[config.mk]
export PLATFORM = sky130hd
export DESIGN_NAME = div_ctrl_flat
export DESIGN_NICKNAME = d
export VERILOG_FILES = /design/src/rtl/div_if.sv /design/src/rtl/div_ctrl.sv /design/src/flat_wrapper.sv
export SDC_FILE = /design/constraint.sdc
export NUM_CORES = 1
export LEC_CHECK = 0
export ABC_AREA = 1
export CORE_AREA = 5 5 164 166
export DETAILED_ROUTE_END_ITERATION = 6
export DIE_AREA = 0 0 169 171
export GPL_TIMING_DRIVEN = 0
export PLACE_DENSITY = 0.74
export SLEW_MARGIN = 25
export SYNTH_ARGS = -nofsm -noshare
export SYNTH_HDL_FRONTEND = slang
export SYNTH_SLANG_ARGS = --single-unit
[constraint.sdc]
create_clock -name clk -period 3.77 [get_ports clk]
set_clock_uncertainty 0.2 [all_clocks]
set_input_delay 0.5655 -clock clk [delete_from_list [all_inputs] [get_ports clk]]
set_output_delay 0.5655 -clock clk [all_outputs]
set_load 0.05 [all_outputs]
[src/rtl/div_if.sv]
// Execute-stage handshake between the pipeline and the iterative divider.
// Operands and controls flow master -> slave; stall, result and ready flow back.
interface div_if;
    logic        start;
    logic        signed_div;
    logic [31:0] opa;
    logic [31:0] opb;
    logic        cancel;
    logic        stall_div;
    logic [63:0] result;
    logic        ready;

    modport master (
        output start, signed_div, opa, opb, cancel,
        input  stall_div, result, ready
    );

    modport slave (
        input  start, signed_div, opa, opb, cancel,
        output stall_div, result, ready
    );
endinterface

[src/rtl/div_ctrl.sv]
// 32-bit restoring divider for DIV/DIVU: one quotient bit per cycle,
// sign applied to magnitudes at the end, result = {remainder, quotient}.
module div_ctrl (
    input  logic clk,
    input  logic rst,
    div_if.slave bus
);
    localparam logic [1:0] IDLE = 2'd0;
    localparam logic [1:0] BUSY = 2'd1;
    localparam logic [1:0] DONE = 2'd2;

    logic [1:0]  state;
    logic [4:0]  cnt;
    logic [31:0] rem;
    logic [31:0] quo;
    logic [31:0] dvs;
    logic        q_neg;
    logic        r_neg;
    logic [63:0] result_q;
    logic        ready_q;

    logic        accept;
    logic [31:0] a_mag;
    logic [31:0] b_mag;
    logic [32:0] rem_sh;
    logic [32:0] trial;
    logic        q_bit;
    logic [31:0] rem_nxt;
    logic [31:0] quo_nxt;

    function automatic logic [31:0] neg32(input logic [31:0] v);
        return ~v + 32'd1;
    endfunction

    assign accept    = (state == IDLE) && bus.start && !bus.cancel;
    assign a_mag     = (bus.signed_div && bus.opa[31]) ? neg32(bus.opa) : bus.opa;
    assign b_mag     = (bus.signed_div && bus.opb[31]) ? neg32(bus.opb) : bus.opb;

    // NOTE: every always_comb output gets a value on every path, so no latch is inferred.
    always_comb begin
        rem_sh  = {rem, quo[31]};
        trial   = rem_sh - {1'b0, dvs};
        q_bit   = ~trial[32];
        rem_nxt = q_bit ? trial[31:0] : rem_sh[31:0];
        quo_nxt = {quo[30:0], q_bit};
    end

    // The hazard unit must release the pipeline the moment a flush arrives.
    assign bus.stall_div = !bus.cancel && (accept || state == BUSY);
    assign bus.result    = result_q;
    assign bus.ready     = ready_q;

    // NOTE: state registers use non-blocking assignment so every flop samples pre-edge values.
    always_ff @(posedge clk) begin
        if (rst) begin
            state    <= IDLE;
            cnt      <= 5'd0;
            rem      <= 32'd0;
            quo      <= 32'd0;
            dvs      <= 32'd0;
            q_neg    <= 1'b0;
            r_neg    <= 1'b0;
            result_q <= 64'h0;
            ready_q  <= 1'b0;
        end else begin
            ready_q <= 1'b0;
            if (bus.cancel) begin
                state <= IDLE;
            end else begin
                case (state)
                    IDLE: begin
                        if (bus.start) begin
                            if (bus.opb == 32'd0) begin
                                result_q <= 64'h0;
                                ready_q  <= 1'b1;
                                state    <= DONE;
                            end else begin
                                quo   <= a_mag;
                                dvs   <= b_mag;
                                rem   <= 32'd0;
                                cnt   <= 5'd0;
                                q_neg <= bus.signed_div && (bus.opa[31] ^ bus.opb[31]);
                                r_neg <= bus.signed_div && bus.opa[31];
                                state <= BUSY;
                            end
                        end
                    end
                    BUSY: begin
                        rem <= rem_nxt;
                        quo <= quo_nxt;
                        cnt <= cnt + 5'd1;
                        if (cnt == 5'd31) begin
                            result_q <= {r_neg ? neg32(rem_nxt) : rem_nxt,
                                         q_neg ? neg32(quo_nxt) : quo_nxt};
                            ready_q  <= 1'b1;
                            state    <= DONE;
                        end
                    end
                    DONE:    state <= IDLE;
                    default: state <= IDLE;
                endcase
            end
        end
    end
endmodule

[src/flat_wrapper.sv]
// flat-port wrapper written by rule: the top's interface ports become plain ports
module div_ctrl_flat 
  (clk, rst, bus_start, bus_signed_div, bus_opa, bus_opb, bus_cancel, bus_stall_div, bus_result, bus_ready);
  div_if bus_i ();
  input  logic clk;
  input  logic rst;
  input wire logic [$bits(bus_i.start)-1:0] bus_start;
  input wire logic [$bits(bus_i.signed_div)-1:0] bus_signed_div;
  input wire logic [$bits(bus_i.opa)-1:0] bus_opa;
  input wire logic [$bits(bus_i.opb)-1:0] bus_opb;
  input wire logic [$bits(bus_i.cancel)-1:0] bus_cancel;
  output wire logic [$bits(bus_i.stall_div)-1:0] bus_stall_div;
  output wire logic [$bits(bus_i.result)-1:0] bus_result;
  output wire logic [$bits(bus_i.ready)-1:0] bus_ready;
  assign bus_i.start = bus_start;
  assign bus_i.signed_div = bus_signed_div;
  assign bus_i.opa = bus_opa;
  assign bus_i.opb = bus_opb;
  assign bus_i.cancel = bus_cancel;
  assign bus_stall_div = bus_i.stall_div;
  assign bus_result = bus_i.result;
  assign bus_ready = bus_i.ready;
  div_ctrl u_core (.clk(clk), .rst(rst), .bus(bus_i));
endmodule
==> out/summary.txt, run 1 <==
Status - finished with violations
Failing checks - setup timing
Mapped Avg Cell Area - 6.10 sq um
Hold Violations, Final - 0
Crit path kind - reg2reg
Setup ws final - -0.228 ns
Core Area - 25,500 sq um
Total congestion overflow - 0
Longest Clk Path Bufs - 2
Worst VDD drop - 0.338 mV
Top-Level Pins - 135
Top-area cell type share of the netlist area - 27.4%
Synth top cells by count - nand2_1 (615), inv_1 (242), nor2_1 (192)
Hold slack - 0.265 ns
R2R Path Start - u_core.quo[31]
DR WL/cell - 17.6 microns
Synth warn - 0
Maximum clock rate - 250 MHz
Arr. time, crit path - 4.18 ns
Final Util - 62.4%
Skew-Pair Late Insertion Delay - 0.46 ns
Remaining DRCs - 0
Unique masters post-synth - 51
Vias per cell - 5.48
Area contributors post-synth - dfxtp_1 (27%), nand2_1 (19%), a21oi_1 (7.4%)
Reg-to-Reg End - u_core.bus.result[20]
Clock transition at path regs - 0.08 ns
Iteration-0 DRC Markers - 1,199
Hold EP - u_core.bus.result[11]
Hold path startpoint - u_core.bus.result[11]
Slack of the worst reg-to-reg path - -0.23 ns
Die area - 28,900 sq um
DIE WIDTH - 169 microns
CP Max Fanout - 3
I/O Buffers - 134
DRT Pass-1 Iters - 5
Synthesized area - 12,400 sq um
First-pass GRT wire length - 69,000 microns
Total track usage - 30.1%
Seq/Total Area, Yosys - 27.4%
GPL Wtd Cong - 0.993
R2R depth - 27
Initial antenna violation count - 0
Final slew viol count - 0
Ys flop type - dfxtp_1
Asr flop ratio synth - 0%
MaxCap Viol Count - 0
Final setup viols - 6
Die Height - 171 microns
Diode count - 0
Top-count cell post-synth - nand2_1
Routed WL - 45,300 microns
# rows - 59
Net Count, Synth - 2,143
Vias in the first global route - 13,200
Final-stage net count - 2,340
Synth area leader - dfxtp_1
TritonCTS Sinks - 170
Layout cells sized above 1 - 12.4%
Slew HR - 48.8%
Root buf cell - clkbuf_16
Leak pwr - 7.24 nW
Startpoint Class - flip-flop
Hold-fix buffers at CTS - 0
ANT nets after route - 0
Worst Hold Path Cells - 2
Worst-Margin Slew - 0.765 ns
Largest net degree at the start of global routing - 23
Minimum clock period - 4.00 ns
Setup crit end kind - flip-flop
Min-Delay Path Class - reg2reg
Layout Area Growth over Synthesis - 28.0%
H-Tree Level Count - 4
Routed via count - 14,100
#FFs+latches synth - 170
CTS tree - done
Crit share post-route - 106%
Initial Util - 48.7%
Number of CTS-inserted buffers - 17
Syn Inst Count - 2,035
Dpl hpwl - 35,400 microns
Worst EP required - 3.95 ns
RSZ-0062 raised after global routing - true
PD cells - 324 nW/um^2
EDFF count, synth - 0
-- power breakdown --
part | switching, mW | total (mW) | internal (mW) | leakage, nW
Combinational | 0.815 | 1.31 | 0.495 | 5.54
Sequential | 0.0659 | 1.92 | 1.85 | 1.39
Clock | 0.977 | 1.91 | 0.934 | 0.306
Total | 1.86 | 5.14 | 3.28 | 7.24
-- critical path, cell delays in order (launching register included) --
cell,delay (ns)
dfxtp_2,0.34
inv_4,0.08
ha_4,0.14
inv_4,0.04
fa_2,0.36
nand2_2,0.09
nand2_2,0.05
nand3_2,0.06
nand2_2,0.07
nand2_2,0.08
nand2_4,0.06
nand2_4,0.09
nand3_4,0.11
nand2_8,0.10
ha_4,0.15
inv_4,0.04
nor3_4,0.13
nand2_2,0.10
nor3_4,0.19
nand3_2,0.11
inv_2,0.07
nand4_1,0.10
nand3b_1,0.26
buf_6,0.17
o31ai_4,0.18
xor2_1,0.25
nand2_1,0.14
a21oi_1,0.16
-- routing by layer --
layer / up-vias / wire length [microns] / share of wire, % / GRT usage, %
met5: - / 0 / 0 / 0
met4: 0 / 2580 / 5.7 / 16.1
met3: 158 / 3280 / 7.2 / 5.34
met2: 578 / 21300 / 47 / 50.9
met1: 6482 / 18100 / 40 / 36.6
li1: 6930 / - / - / -
-- layout make-up --
cell class	instances	area (sq um)
fillers	2443	9580
flip-flops and latches	170	3440
well taps	335	419
plain buffers	73	328
clock inverters	15	220
inverters	256	968
repair buffers	178	1680
clock buffers	17	425
multi-input cells	1536	8410
-- worst max path at each step --
| stage | to | start | depth (start not counted) | slack [ns] |
|---|---|---|---|---|
| finish | u_core.bus.result[20] | u_core.quo[31] | 27 | -0.23 |
| global route | u_core.bus.result[20] | u_core.quo[31] | 27 | -0.42 |
| CTS | u_core.bus.result[30] | u_core.quo[31] | 28 | -0.12 |
| detailed placement | u_core.bus.result[30] | u_core.quo[31] | 29 | -0.84 |
| global placement | u_core.bus.result[30] | u_core.quo[31] | 29 | -0.76 |
| floorplan | u_core.bus.result[28] | u_core.quo[31] | 29 | -0.09 |
-- what timing repair did --
item | CTS | global route
endpoints found under the hold margin | 0 | 0
endpoints found under the setup margin | 31 | 42
gates cloned | 0 | 1
setup buffers | 23 | 23
pin swaps | 21 | 38
resized for setup | 51 | 92
-- cells by family after synthesis --
kind of cell | count (synthesis) | share of synthesized area (%)
simple gates | 1070 | 36.9
compound gates | 343 | 15.4
buf+inv | 330 | 10.4
flops | 170 | 27.4
xor+xnor | 83 | 5.86
fa+ha+maj | 39 | 3.99
-- sequential cells by signal, summed over array words and instances (netlist names) --
register and count:
u_core.bus.ready 1, u_core.bus.result 64, u_core.cnt 5, u_core.dvs 32, u_core.q_neg 1, u_core.quo 32
u_core.r_neg 1, u_core.rem 32, u_core.state 2
-- placed cells by master, fill, tap and decap left out, types with 6 or more instances in the layout --
cell	instances
clkinv_8	6
nor2_1	181
o21ai_0	80
clkdlybuf4s50_1	134
a21oi_1	175
inv_2	22
ha_4	30
nand3_1	121
ha_1	6
nor2_4	12
nand2_4	9
nand3b_1	13
dfxtp_1	151
dfxtp_2	14
xor2_1	48
inv_1	229
clkbuf_16	17
a31oi_1	14
clkbuf_1	57
nand2_2	36
nand3_2	11
nor3_1	30
a21o_1	7
nor2_2	13
nand4_1	22
nand2_1	599
buf_4	46
o21ai_1	8
a22oi_1	12
xnor2_1	34
a21oi_2	11
-- through the flow --
step                worst slack (ns)  std cells  TNS (ns)  power (mW)  instance area, sq um
finish                        -0.228       2580    -0.972        5.14                 15900
global placement              -0.762       2504    -28.47        3.04                 14200
detailed placement            -0.842       2504    -24.41        3.05                 14200
floorplan                    -0.0928       2035    -0.198        2.69                 12500
global route                  -0.423       2580     -3.14        5.34                 15900
CTS                           -0.122       2558    -0.532        5.00                 15300
No activity file was read; power rests on OpenSTA's default activity.
==> run 2, diff against run 1 <==
Settings changed: CORE_AREA 5 5 164 166 to 5 5 135 201, DIE_AREA 0 0 169 171 to 0 0 140 206.
Clock period 3.77 ns to 3.4 ns, I/O delays scaled along.
==> out/summary.txt, run 2 (synthesis results as in run 1) <==
Status - finished with violations
Failing checks - setup timing
DRT Pass-1 Iters - 6
Routed via count - 14,700
Crit share post-route - 122%
Highest-count cells in the layout ignoring fill and taps - nand2_1 (532), inv_1 (237), nor2_1 (162)
Hold slack - 0.266 ns
Layout Area Growth over Synthesis - 36.2%
Setup ws final - -0.732 ns
Setup crit end kind - flip-flop
Crit path kind - reg2reg
Initial antenna violation count - 0
Remaining DRCs - 0
H-Tree Level Count - 4
Final Util - 67.5%
R2R Path Start - u_core.quo[31]
ANT nets after route - 0
Longest Clk Path Bufs - 2
Total congestion overflow - 0
Iteration-0 DRC Markers - 905
Core Area - 25,100 sq um
Met1 GRT Util - 33.3%
Maximum clock rate - 242 MHz
CP Max Fanout - 3
GR Util met2 - 61.6%
CP dominant cell by count - nand2_2
Number of flip-flops in the largest register - 64
# rows - 71
Post-Place Cells - 2,497
GPL Wtd Cong - 0.952
GR Util met3 - 3.68%
DR WL/cell - 19.7 microns
Number of CTS-inserted buffers - 17
Non-filler cells, final - 2,598
Hold path startpoint - u_core.bus.result[25]
Clock transition at path regs - 0.07 ns
Routed WL - 51,100 microns
Largest net degree at the start of global routing - 24
Worst EP required - 3.58 ns
CTS tree - done
R2R depth - 28
PD cells - 348 nW/um^2
Final setup viols - 48
Leak pwr - 7.60 nW
DIE WIDTH - 140 microns
Vias per cell - 5.65
GRT busiest layer - met2
Final slew viol count - 0
Hold EP - u_core.bus.result[25]
TritonCTS Sinks - 170
MaxCap Viol Count - 0
Root buf cell - clkbuf_16
First-pass GRT wire length - 74,700 microns
Diode count - 0
Skew-Pair Late Insertion Delay - 0.46 ns
Setup TNS - -11.67 ns
Total track usage - 33.4%
Vias in the first global route - 14,300
Reg-to-Reg End - u_core.bus.result[20]
Hold Violations, Final - 0
Slowest cell on the critical path - dfxtp_4
Worst-Margin Slew - 0.858 ns
Min-Delay Path Class - reg2reg
Slack of the worst reg-to-reg path - -0.73 ns
Die area - 28,800 sq um
Slew HR - 42.8%
Layout cells sized above 1 - 19.8%
Die Height - 206 microns
Final-stage net count - 2,366
I/O Buffers - 134
Worst Hold Path Cells - 2
Arr. time, crit path - 4.31 ns
Dpl hpwl - 37,700 microns
RSZ-0062 raised after global routing - true
CP peak stage delay - 0.36 ns
Initial Util - 49.6%
Minimum clock period - 4.13 ns
Post-Place Setup Slack - -1.20 ns
Commonest non-fill, non-tap cell in the layout - nand2_1
Startpoint Class - flip-flop
Top-Level Pins - 135
Worst VDD drop - 0.381 mV
## run 2: layout make-up
class,instances,area [sq um]
clock inverter,14,186
clock buffer,17,425
multi-input combinational,1536,9150
timing repair buffer,206,1990
tap,328,410
sequential,170,3430
inverter,256,976
fill,2222,8140
buffer,71,350
## run 2: how the worst max path moves through the flow
stage	startpoint	cells after the start	slack, ns	endpoint
2_1_floorplan	u_core.quo[31]	29	-0.46	u_core.bus.result[28]
3_3_place_gp	u_core.quo[31]	29	-1.17	u_core.bus.result[30]
3_5_place_dp	u_core.quo[31]	29	-1.20	u_core.bus.result[30]
4_1_cts	u_core.quo[31]	29	-0.69	u_core.bus.result[30]
5_1_grt	u_core.quo[31]	29	-0.93	u_core.bus.result[28]
6_report	u_core.quo[31]	28	-0.73	u_core.bus.result[20]
## run 2: metal layers
layer	routed length, microns	vias up
met1	17500	6769
met2	25900	658
met4	5220	0
met3	2470	271
li1	-	6970
met5	0	-
## run 2: power breakdown
group,switching (mW),leakage [nW],internal [mW]
clock network,0.960,0.286,1.17
logic,1.01,5.92,0.607
registers,0.0757,1.39,2.05
## run 2: worst max-delay path: cells and delay by family (launching register included)
| kind | cells | cell delay, ns |
|---|---|---|
| AO/OA/AOI/OAI | 2 | 0.30 |
| XOR/XNOR | 1 | 0.29 |
| adder cells (fa/ha/maj) | 3 | 0.62 |
| buffers and inverters | 6 | 0.48 |
| flip-flops | 1 | 0.36 |
| AND/OR/NAND/NOR | 16 | 1.78 |
## run 2: per-stage QoR
step	cell area [sq um]	total power [mW]
6_report	16900	5.88
5_1_grt	16900	6.09
4_1_cts	16000	5.67
3_5_place_dp	14200	3.41
3_3_place_gp	14200	3.40
2_1_floorplan	12500	2.98
## run 2: repair_timing
action,4_1_cts,5_1_grt
cloned,2,0
setup endpoints to repair,76,151
buffers inserted,50,24
resized for setup,181,207
pin swaps,82,100
hold buffers,0,0
